File: src/rtl/ps2_pkg.sv
`default_nettype none
// ============================================================================
// Module      : ps2_pkg
// Description : Shared types and constants for the PS/2 host-side blocks:
//               transmitter state encoding, frame geometry, command bytes
//               and the frame builder.
// Revision    : 1.0 - initial release
// ============================================================================
package ps2_pkg;

  typedef enum logic [2:0] {
    ST_IDLE      = 3'd0,
    ST_INHIBIT   = 3'd1,
    ST_SHIFT     = 3'd2,
    ST_ACK       = 3'd3,
    ST_WAIT_IDLE = 3'd4
  } ps2_state_e;

  localparam int PS2_FRAME_BITS  = 10;
  localparam int PS2_SYNC_STAGES = 2;

  localparam logic [7:0] PS2_CMD_SET_LED = 8'hED;
  localparam logic [7:0] PS2_CMD_RESET   = 8'hFF;
  localparam logic [7:0] PS2_CMD_ENABLE  = 8'hF4;
  localparam logic [7:0] PS2_ACK         = 8'hFA;

  // Host frame, LSB shifted first: data[7:0], odd parity, stop (1).
  function automatic logic [PS2_FRAME_BITS-1:0] ps2_build_frame(input logic [7:0] data);
    return {1'b1, ~^data, data};
  endfunction

endpackage
`default_nettype wire

File: src/rtl/ps2_line_sync.sv
`default_nettype none
// ============================================================================
// Module      : ps2_line_sync
// Description : Multi-flop synchronizers for the raw PS/2 clock and data
//               pins plus a falling-edge detector on the synchronized clock.
//               Shared by the host transmitter and the keyboard receiver.
// Revision    : 1.0 - initial release
// ============================================================================
module ps2_line_sync
  import ps2_pkg::*;
#(
  parameter int STAGES = PS2_SYNC_STAGES
) (
  input  logic clk,
  input  logic rst_n,
  input  logic ps2_clk_i,
  input  logic ps2_data_i,
  output logic clk_s,
  output logic data_s,
  output logic fall
);

  logic [STAGES-1:0] clk_pipe;
  logic [STAGES-1:0] data_pipe;
  logic              clk_prev;

  // Shift the pins through the synchronizer chains; an idle bus is high, so
  // the chains reset to 1 to avoid a spurious edge when reset is released.
  always_ff @(posedge clk or negedge rst_n) begin
    if (!rst_n) begin
      clk_pipe  <= '1;
      data_pipe <= '1;
      clk_prev  <= 1'b1;
    end else begin
      clk_pipe  <= {clk_pipe[STAGES-2:0], ps2_clk_i};
      data_pipe <= {data_pipe[STAGES-2:0], ps2_data_i};
      clk_prev  <= clk_pipe[STAGES-1];
    end
  end

  assign clk_s  = clk_pipe[STAGES-1];
  assign data_s = data_pipe[STAGES-1];
  assign fall   = clk_prev & ~clk_pipe[STAGES-1];

endmodule
`default_nettype wire

File: src/rtl/ps2_host_tx.sv
`default_nettype none
// ============================================================================
// Module      : ps2_host_tx
// Description : PS/2 host-to-device command transmitter. Performs the host
//               request-to-send sequence (clock inhibit, start bit, shift-out
//               on device clock, ack check, bus idle) over open-drain lines.
//               Optional build macro PS2_TX_RETRY_EN: a failed transfer
//               (NACK or timeout) is retried once with the same frame before
//               err is reported.
// Revision    : 1.0 - initial release
// ============================================================================
module ps2_host_tx
  import ps2_pkg::*;
#(
  parameter int INHIBIT_CYCLES = 5000,
  parameter int TIMEOUT_CYCLES = 750000
) (
  input  logic       clk,
  input  logic       rst_n,
  input  logic       tx_valid,
  input  logic [7:0] tx_data,
  output logic       tx_ready,
  output logic       busy,
  output logic       done,
  output logic       err,
  input  logic       ps2_clk_i,
  input  logic       ps2_data_i,
  output logic       ps2_clk_oe,
  output logic       ps2_data_oe
);

  localparam int INH_W = (INHIBIT_CYCLES > 1) ? $clog2(INHIBIT_CYCLES) : 1;
  localparam int TO_W  = (TIMEOUT_CYCLES > 1) ? $clog2(TIMEOUT_CYCLES) : 1;
  localparam int BIT_W = $clog2(PS2_FRAME_BITS);

  localparam logic [INH_W-1:0] INH_LAST = INH_W'(INHIBIT_CYCLES - 1);
  localparam logic [TO_W-1:0]  TO_LAST  = TO_W'(TIMEOUT_CYCLES - 1);
  localparam logic [BIT_W-1:0] BIT_LAST = BIT_W'(PS2_FRAME_BITS - 1);

  ps2_state_e                state_q, state_d;
  logic [INH_W-1:0]          inh_q, inh_d;
  logic [TO_W-1:0]           to_q, to_d;
  logic [BIT_W-1:0]          bit_q, bit_d;
  logic [PS2_FRAME_BITS-1:0] frame_q, frame_d;
  logic                      clk_oe_q, clk_oe_d;
  logic                      data_oe_q, data_oe_d;
  logic                      done_q, done_d;
  logic                      err_q, err_d;
`ifdef PS2_TX_RETRY_EN
  logic                      retry_q, retry_d;
`endif

  logic clk_s;
  logic data_s;
  logic fall;
  logic timed;
  logic fail;

  ps2_line_sync #(
    .STAGES(PS2_SYNC_STAGES)
  ) u_sync (
    .clk       (clk),
    .rst_n     (rst_n),
    .ps2_clk_i (ps2_clk_i),
    .ps2_data_i(ps2_data_i),
    .clk_s     (clk_s),
    .data_s    (data_s),
    .fall      (fall)
  );

  assign timed = (state_q == ST_SHIFT) || (state_q == ST_ACK) || (state_q == ST_WAIT_IDLE);

  // Next-state, counters, frame shift and registered line/pulse outputs.
  always_comb begin
    state_d   = state_q;
    inh_d     = inh_q;
    to_d      = to_q;
    bit_d     = bit_q;
    frame_d   = frame_q;
    clk_oe_d  = clk_oe_q;
    data_oe_d = data_oe_q;
    done_d    = 1'b0;
    err_d     = 1'b0;
    fail      = 1'b0;
`ifdef PS2_TX_RETRY_EN
    retry_d   = retry_q;
`endif

    // The timeout window spans SHIFT, ACK and WAIT_IDLE; saturate, never wrap.
    if (timed && (to_q != TO_LAST)) begin
      to_d = to_q + TO_W'(1);
    end

    case (state_q)
      ST_IDLE: begin
        clk_oe_d  = 1'b0;
        data_oe_d = 1'b0;
        if (tx_valid) begin
          frame_d  = ps2_build_frame(tx_data);
          clk_oe_d = 1'b1;
          state_d  = ST_INHIBIT;
`ifdef PS2_TX_RETRY_EN
          retry_d  = 1'b0;
`endif
        end
      end
      ST_INHIBIT: begin
        if (inh_q == INH_LAST) begin
          // Clock release and start bit take effect on the same edge.
          clk_oe_d  = 1'b0;
          data_oe_d = 1'b1;
          bit_d     = '0;
          state_d   = ST_SHIFT;
        end else if (inh_q != INH_LAST) begin
          inh_d = inh_q + INH_W'(1);
        end
      end
      ST_SHIFT: begin
        if (fall) begin
          data_oe_d = ~frame_q[bit_q];
          if (bit_q == BIT_LAST) begin
            state_d = ST_ACK;
          end else begin
            bit_d = bit_q + BIT_W'(1);
          end
        end
      end
      ST_ACK: begin
        if (fall) begin
          if (!data_s) begin
            state_d = ST_WAIT_IDLE;
          end else begin
            fail = 1'b1;
          end
        end
      end
      ST_WAIT_IDLE: begin
        if (clk_s && data_s) begin
          done_d  = 1'b1;
          state_d = ST_IDLE;
        end
      end
      default: begin
        clk_oe_d  = 1'b0;
        data_oe_d = 1'b0;
        state_d   = ST_IDLE;
      end
    endcase

    // Timeout overrides whatever the state decided this cycle.
    if (timed && (to_q == TO_LAST)) begin
      fail = 1'b1;
    end

    if (fail) begin
      done_d    = 1'b0;
      clk_oe_d  = 1'b0;
      data_oe_d = 1'b0;
`ifdef PS2_TX_RETRY_EN
      if (!retry_q) begin
        retry_d  = 1'b1;
        clk_oe_d = 1'b1;
        state_d  = ST_INHIBIT;
      end else begin
        err_d   = 1'b1;
        state_d = ST_IDLE;
      end
`else
      err_d   = 1'b1;
      state_d = ST_IDLE;
`endif
    end

    // Every state entry restarts the inhibit counter; the timeout window
    // restarts only when the clock is released into SHIFT.
    if (state_d != state_q) begin
      inh_d = '0;
      if (state_d == ST_SHIFT) begin
        to_d = '0;
      end
    end
  end

  // State and datapath registers; reset releases both lines immediately.
  always_ff @(posedge clk or negedge rst_n) begin
    if (!rst_n) begin
      state_q   <= ST_IDLE;
      inh_q     <= '0;
      to_q      <= '0;
      bit_q     <= '0;
      frame_q   <= '0;
      clk_oe_q  <= 1'b0;
      data_oe_q <= 1'b0;
      done_q    <= 1'b0;
      err_q     <= 1'b0;
`ifdef PS2_TX_RETRY_EN
      retry_q   <= 1'b0;
`endif
    end else begin
      state_q   <= state_d;
      inh_q     <= inh_d;
      to_q      <= to_d;
      bit_q     <= bit_d;
      frame_q   <= frame_d;
      clk_oe_q  <= clk_oe_d;
      data_oe_q <= data_oe_d;
      done_q    <= done_d;
      err_q     <= err_d;
`ifdef PS2_TX_RETRY_EN
      retry_q   <= retry_d;
`endif
    end
  end

  assign busy        = (state_q != ST_IDLE);
  assign tx_ready    = ~busy;
  assign done        = done_q;
  assign err         = err_q;
  assign ps2_clk_oe  = clk_oe_q;
  assign ps2_data_oe = data_oe_q;

endmodule
`default_nettype wire
File: config.mk
export PLATFORM = sky130hd
export DESIGN_NAME = ps2_host_tx
export DESIGN_NICKNAME = d
export VERILOG_FILES = /design/src/rtl/ps2_pkg.sv /design/src/rtl/ps2_line_sync.sv /design/src/rtl/ps2_host_tx.sv
export SDC_FILE = /design/constraint.sdc
export NUM_CORES = 1
export LEC_CHECK = 0
export CAP_MARGIN = 20
export CORE_UTILIZATION = 60
export CTS_CLUSTER_DIAMETER = 80
export DETAILED_ROUTE_END_ITERATION = 10
export HOLD_SLACK_MARGIN = 0.06
export PLACE_DENSITY = 0.81
export SYNTH_ARGS = -nofsm -noshare
export SYNTH_HDL_FRONTEND = slang
export SYNTH_HIERARCHICAL = 1
export SYNTH_SLANG_ARGS = --single-unit
File: constraint.sdc
create_clock -name clk -period 3.3 [get_ports clk]
set_input_delay 0.825 -clock clk [delete_from_list [all_inputs] [get_ports clk]]
set_output_delay 0.825 -clock clk [all_outputs]
set_load 0.01 [all_outputs]
---- Yosys cells after proc, flatten, opt, wreduce, memory -nomap -nowiden ----
Index checks and enable logic that the tools add are counted.
storage, ports and cells
  output and inout port bits .............. 6
  bits in read-only memories .............. 0
  RAM bits ................................ 0
  bits in registers ....................... 59
  bits of input ports ..................... 13
  memories ................................ 0
  latch bits .............................. 0
  word-level logic and storage cells ...... 95
cells by class
  divide/modulo/power cells ............... 0
  muxes and demuxes ....................... 38
  shift-type cells ........................ 0
  add/subtract/negate cells ............... 3
  bitwise logic cells ..................... 4
  equal/unequal tests ..................... 19
  $lt $le $gt $ge ......................... 1
  reduce and logical (&&, ||, !) cells .... 18
  multipliers ............................. 0
operators by type and width
  cell                     number
  $mux W20                 3
  $mux W13                 4
  $mux W3                  8
  $add A20 B1 Y20 const B  1
  $eq A20 B20 Y1 const B   1
  $ne A20 B20 Y1 const B   1
  $mux W1                  15
  $pmux W3 S5              1
  $add A13 B1 Y13 const B  1
  $eq A13 B13 Y1 const B   1
  $ne A13 B13 Y1 const B   1
  $mux W4                  3
  $eq A3 B2 Y1 const B     3
  $pmux W4 S2              1
  $reduce_xnor A8 Y1       1
  $ne A2 B1 Y1 const B     3
  $ne A2 B2 Y1 const B     3
  $ne A3 B3 Y1 const B     2
  $pmux W1 S3              2
  $reduce_and A3 Y1        2
  $reduce_bool A2 Y1       3
  $lt A4 B5 Y1 const B     1
  $add A4 B1 Y4 const B    1
  $bmux W1 S4              1
  other kinds (14)         20

---- Logic depth before layout (Yosys ltp) ----
Gate-level depths: netlist of the first run.
  word-level depth ........................ 9
  mapped depth ............................ 7
  gate-level depth less buffers ........... 7

---- Modules after synthesis ----
Netlist of the first run, hierarchy kept.
by module, submodules not included
  module         area each (um^2)  cells each  sequential area each (um^2)  times used
  ps2_host_tx    2940.3            300         1351.3                       1
  ps2_line_sync  145.1             6           131.4                        1

---- Worst setup path after synthesis of the first run ----
No wires, ideal clock.
  path type ............................... flip-flop to flip-flop
  start ................................... reg inh_q[4]
  end ..................................... reg bit_q[3]
  clock period less this slack ............ 1983 ps
  cell stages (with the launch flop) ...... 7
  setup time .............................. 119 ps
  buffers on the path ..................... 1
  data required time ...................... 3181 ps
  arrival time ............................ 1864 ps
  slack ................................... 1317 ps
  cells stage by stage .................... dfrtp_1 or4_4 o31a_1 buf_6 nor3_4 mux2i_1 nand2_1
on the way
  word-level cells in the longest chain between the ends .. 3
ends and longest elaborated chain
  item                                RTL line            text
  from (decl)                         ps2_host_tx.sv:41   logic [INH_W-1:0] inh_q, inh_d;
  from (signal assigned)              ps2_host_tx.sv:201  inh_q <= inh_d;
  $eq A13 B13 Y1                      ps2_host_tx.sv:108  if (inh_q == INH_LAST) begin
  $ne A2 B2 Y1 (no source line)       --
  $reduce_and A4 Y1 (no source line)  --
  to (signal assigned)                ps2_host_tx.sv:203  bit_q <= bit_d;
  to (decl)                           ps2_host_tx.sv:43   logic [BIT_W-1:0] bit_q, bit_d;
No other way between the ends.
A chain may end at the register's enable or synchronous reset.

---- Worst setup path in the final report of the first run ----
  start ................................... reg state_q[0]
  end ..................................... out tx_ready
on the way
  word-level cells in the longest chain between the ends .. 2
ends and longest elaborated chain
  item                    RTL line            text
  from (decl)             ps2_host_tx.sv:40   ps2_state_e state_q, state_d;
  from (signal assigned)  ps2_host_tx.sv:200  state_q <= state_d;
  $reduce_bool A3 Y1      ps2_host_tx.sv:215  assign busy = (state_q != ST_IDLE);
  $not A1 Y1              ps2_host_tx.sv:216  assign tx_ready = ~busy;
  to (decl)               ps2_host_tx.sv:22   output logic tx_ready,
No other way between the ends.

==> out/results.ini, run 1 <==
[outcome]
outcome=completed

[floorplanning]
io-pin-count=19
start_util_pct=63.6
core_area_um2=4850
die_area_um2=5430
die_height_um=73.7
die_w_um=73.7
num_rows=25

[clocking]
cts.sinks=59
post_cts_buffers=0
clk_path_buf_depth=2
cts_tree=yes
clk_latency_ns=0.33
hold_buffers=0
cts_buffers=9
clock_tree.htree_level_count=3
clk_pin_slew_ns=0.07
root_buffer=clkbuf_8
cts_resized=0

[synth]
synth_edf_count=0
ys_warn_count=6
synth.area.top_cells=dfrtp_1, dfstp_2, nor2_1, xor2_1, nand2_1
synth_top_cell_by_area=dfrtp_1
syn-num-nets=323
synthCells=306
synth_top_flop_cell=dfrtp_1
postSynthAreaPerCell_um2=10.1
synth_top_area_share_pct=43.8
yosysSeqAreaShare_pct=48.1
ys_top_cells_by_count=dfrtp_1, nor2_1, nand2_1, a21oi_1, nand3_1
ys_types=62
yosysMostFrequentCell=dfrtp_1
syn_area_um2=3090
synthArstFlopShare_pct=100
synth-seq-cells=59

[setup_path]
reg2reg_from=to_q[11]
worstPathMaxFanout=14
arrival_ns=1.86
end_kind=primary output
path_class=reg -> out
cp.required_ns=2.47
start_kind=flop
crit_path_start=state_q[0]

[timing]
fmax_ghz=0.373
skew_ns=0.00426
finalHoldViolations=0
slew_violations=0
finalSetupViolCount=0
holdWs_ns=0.358
fin_crit_ns=2.68
rsz0062_at_grt=false
worstMarginPinSlew_ns=0.953
min_period_over_period_pct=81.3
timing.setup.tns_ns=0
max-slew-margin-rel_pct=36.0

[route]
wire_per_inst_um=15.1
totalWireLength_um=6050
drtIter0Drc=223
first_pass_iters=4
viasPerCell=5.90
drtAntennaViolNets=0
vias=2360
drc=0

[grt]
grt_pass1_vias=2190
track_usage_pct=25.2
grt_first_pass_wirelength_um=10100
antenna_found_initial=0
grt_max_degree=60
grt_overflow=0

[layout]
fin_cells=400
area_growth_pct=14.6
diodes=0
drive_gt1_share_pct=12.6
nets=345

[place]
port_buffers=18
place_inst=384
hpwl_um=4060
gp_congestion=0.793

[power_and_ir_drop]
peakVddDrop_v=0.000334
leakagePower_nw=1.54
p_per_area_nw_per_um2=438

[worst_hold_path]
worstHoldStart=u_sync/data_pipe[0]
worstHoldPathType=reg -> reg

[flow_run]
cap_violations=0

==> cells by family after synthesis <==
| kind of cell | share of synthesized area [%] |
|---|---|
| AND/OR/NAND/NOR | 24.6 |
| buffers and inverters | 2.80 |
| multiplexers | 6.61 |
| AO/OA/AOI/OAI | 9.21 |
| adder cells (fa/ha/maj) | 1.62 |
| XOR/XNOR | 7.10 |
| flip-flops | 48.1 |
==> routing by layer <==
layer / global-route usage [%] / routed length (um)
met1: 32.9 / 2790
met2: 39.9 / 2960
met3: 7.68 / 210
met4: 9.19 / 76
met5: 0 / 0
==> final timing paths <==
| kind | endpoint | slack (ns) | depth (start not counted) |
|---|---|---|---|
| hold reg to reg | u_sync/data_pipe[1] | 0.36 | 0 |
| setup / recovery | tx_ready | 0.62 | 4 |
| setup reg to reg | to_q[13] | 0.94 | 5 |
| hold / removal | u_sync/data_pipe[1] | 0.36 | 0 |
| min in group asynchronous | to_q[19] | 0.64 | 2 |
| max in group asynchronous | inh_q[12] | 2.19 | 2 |
==> worst max-delay path: stages, from the launching register on <==
cell and delay (ns):
dfrtp_1 0.51, nor2_1 0.29, nand2_1 0.13, inv_1 0.07, clkdlybuf4s50_1 0.52
==> where the power goes <==
part           switching [W]  internal (W)  total (W)
registers         0.00000721      0.000737   0.000745
clock network       0.000277      0.000465   0.000743
logic              0.0000303     0.0000321  0.0000624
==> final cells by class <==
type | count | area (um^2)
multi-input cells | 230 | 1520
flip-flops and latches | 59 | 1480
fillers | 356 | 1310
repair buffers | 21 | 198
clock buffers | 12 | 155
well taps | 67 | 83.8
clock inverters | 4 | 72.6
inverters | 7 | 26.3
==> sequential cells by signal (all words and copies together) (netlist names) <==
register and count:
bit_q 4, err 1, state_q 3, frame_q 10, ps2_data_oe 1, ps2_clk_oe 1, done 1, u_sync/data_pipe 2
u_sync/clk_prev 1, to_q 20, u_sync/clk_pipe 2, inh_q 13
==> layout by cell type, fill, tap and decap left out, drive strengths merged, types with 2 or more instances in the layout <==
cell type	count
a21oi	17
dfrtp	54
nand4	10
and4	3
nor3	7
nand2	30
nor2b	3
nor4	4
o211ai	2
or3	5
nand3b	2
o21ai	10
and2	4
clkbuf	12
dfstp	5
xnor2	12
nand3	14
buf	4
nor2	31
ha	4
or4	6
bufinv	2
xor2	13
clkdlybuf4s50	17
nand2b	5
inv	7
o31ai	2
mux2i	8
mux2	9
nand4b	2
and3	5
==> metrics by stage <==
step                instance area, um^2  utilization, %  power (W)  worst slack [ns]
floorplan                          3090               -   0.000784              1.32
global placement                   3310            68.2   0.000819             0.854
detailed placement                 3310            68.2   0.000822             0.823
CTS                                3530            72.9    0.00157             0.613
global route                       3530            72.9    0.00161             0.454
finish                             3530            72.9    0.00155             0.618
Note: power is estimated with default switching activity, not from simulation.
==> run 2, diff against run 1 <==
--- a/config.mk
+++ b/config.mk
@@ -6,11 +6,11 @@
 export NUM_CORES = 1
 export LEC_CHECK = 0
 export CAP_MARGIN = 20
-export CORE_UTILIZATION = 60
+export CORE_UTILIZATION = 53
 export CTS_CLUSTER_DIAMETER = 80
 export DETAILED_ROUTE_END_ITERATION = 10
 export HOLD_SLACK_MARGIN = 0.06
-export PLACE_DENSITY = 0.81
+export PLACE_DENSITY = 0.76
 export SYNTH_ARGS = -nofsm -noshare
 export SYNTH_HDL_FRONTEND = slang
 export SYNTH_HIERARCHICAL = 1
==> constraint.sdc (replaced) <==
create_clock -name clk -period 2.3 [get_ports clk]
set_input_delay 0.575 -clock clk [delete_from_list [all_inputs] [get_ports clk]]
set_output_delay 0.575 -clock clk [all_outputs]
set_load 0.01 [all_outputs]
==> run 2 against run 1 <==
Effect of this change: via count grew 1.1%; non-clock buffer count rose by 7; cell count is 3.0% higher; critical path depth is the same; power is 37% higher; die area increased by 13%; cell area is 1.4% higher; largest power group unchanged.
==> out/results.ini, run 2 (synthesized netlist as in run 1, its figures left out) <==
[outcome]
outcome=completed

[timing]
skew_ns=0.00872  ; +0.00446 ns
fmax_ghz=0.450
max-slew-margin-rel_pct=57.2  ; +21 points
timing.setup.tns_ns=0  ; unchanged
finalHoldViolations=0  ; unchanged
min_period_over_period_pct=96.6
rsz0062_at_grt=false
fin_crit_ns=2.22
finalSetupViolCount=0  ; unchanged
worstMarginPinSlew_ns=0.642  ; -0.312 ns
slew_violations=0  ; unchanged
postLayoutSetupSlackWorst_ns=0.0776  ; -0.540 ns

[layout]
nets=352  ; +2.0%
diodes=0  ; unchanged
drive_gt1_share_pct=15.3  ; +2.7 points
final_cell_mix=dfrtp_1, nor2_1, nand2_1
area_growth_pct=16.1
final_util_pct=64.3  ; -8.6 points
regMostFlops=to_q
final_common_cell=dfrtp_1
largest_reg_flops=20  ; unchanged
top_regs=to_q: 20 flops, inh_q: 13 flops, frame_q: 10 flops

[setup_path]
worstPathCellList=inv_1, nand2_1, inv_1, clkdlybuf4s50_1
cpPeakStageDelay_ns=0.52  ; about the same
arrival_ns=1.65  ; -0.21 ns
path_class=reg -> out
start_kind=flop
worst_path_dominant_cell_family=buffers and inverters
crit_top_cell=inv_1
critPathBufInv=3  ; +1
end_kind=primary output
worstPathMaxFanout=10  ; -4
cp.required_ns=1.73  ; -0.74 ns
slowest_stage=clkdlybuf4s50_1

[clocking]
cts_buffers=9  ; unchanged
root_buffer=clkbuf_8
clock_tree.htree_level_count=3  ; unchanged
clk_path_buf_depth=2  ; unchanged
cts.sinks=59  ; unchanged
hold_buffers=0  ; unchanged
cts_tree=yes
clk_latency_ns=0.34  ; about the same
clk_pin_slew_ns=0.07  ; about the same

[power_and_ir_drop]
leakagePower_nw=1.55  ; +0.87%
peakVddDrop_v=0.000386  ; +16%
power_w=0.00212  ; +37%
p_per_area_nw_per_um2=591  ; +35%

[place]
pre_cts_slack_ns=0.191  ; -0.632 ns
port_buffers=18  ; unchanged
hpwl_um=4500  ; +11%
gp_congestion=0.847  ; +6.8%

[grt]
grt_pass1_vias=2408  ; +10%
antenna_found_initial=0  ; unchanged
grt_max_degree=33  ; -45%
grt_overflow=0  ; unchanged
grt_first_pass_wirelength_um=10900  ; +7.5%
track_usage_pct=23.3  ; -1.9 points

[route]
totalWireLength_um=6390  ; +5.7%
drtIter0Drc=142  ; -36%
drtAntennaViolNets=0  ; unchanged
wire_per_inst_um=15.5  ; +2.6%
drc=0  ; unchanged
viasPerCell=5.79  ; -1.8%
first_pass_iters=4  ; unchanged
vias=2387  ; +1.1%

[flow_run]
cap_violations=0  ; unchanged

[floorplanning]
die_w_um=78.3  ; +6.2%
die_height_um=78.3  ; +6.2%
num_rows=27  ; +8.0%
io-pin-count=19  ; unchanged
start_util_pct=55.4  ; -8.3 points
die_area_um2=6130  ; +13%
core_area_um2=5570  ; +15%

[worst_hold_path]
worstHoldPathType=in -> async

[run 2: routing by layer]
| layer | part of all wire (%) | global-route usage (%) | up-vias |
|---|---|---|---|
| li1 | - | - | 1164 |
| met4 | 1.3 | 13.3 | 0 |
| met3 | 4.2 | 4.07 | 12 |
| met1 | 44 | 29.5 | 1150 |
| met5 | 0 | 0 | - |
| met2 | 50 | 37.8 | 61 |
[run 2: what timing repair did]
action / CTS / global route
gates resized for setup: 2 / 0
setup endpoints to repair: 2 / 1
setup buffers: 0 / 1
[run 2: final timing paths]
path,start,endpoint,slack [ns],depth (start not counted)
worst min register to register,u_sync/data_pipe[0],u_sync/data_pipe[1],0.36,0
worst min-delay path,rst_n,to_q[0],0.25,1
worst max register to register,inh_q[5],bit_q[3],0.16,5
min in group clk,u_sync/data_pipe[0],u_sync/data_pipe[1],0.36,0
max in group asynchronous,rst_n,state_q[1],1.45,2
worst max-delay path,state_q[2],tx_ready,0.08,4
[run 2: power breakdown]
part / switching (W) / internal [W] / total, W
clock: 0.000433 / 0.000527 / 0.000959
sequential: 0.0000102 / 0.00106 / 0.00107
combinational: 0.0000437 / 0.0000483 / 0.0000920
[run 2: area by class of cell]
cell class	instances	area [um^2]
flip-flops and latches	59	1490
clock inverters	6	65.1
inverters	7	26.3
fillers	467	1990
well taps	72	90.1
clock buffers	10	138
multi-input cells	230	1520
repair buffers	28	263
[run 2: stage by stage]
stage               instance area, um^2  hold slack (ns)  std cells
CTS                                3580            0.274        411
global route                       3580            0.315        412
global placement                   3370            0.346        395
finish                             3580            0.250        412
floorplan                          3090            0.279        306
detailed placement                 3370            0.351        395
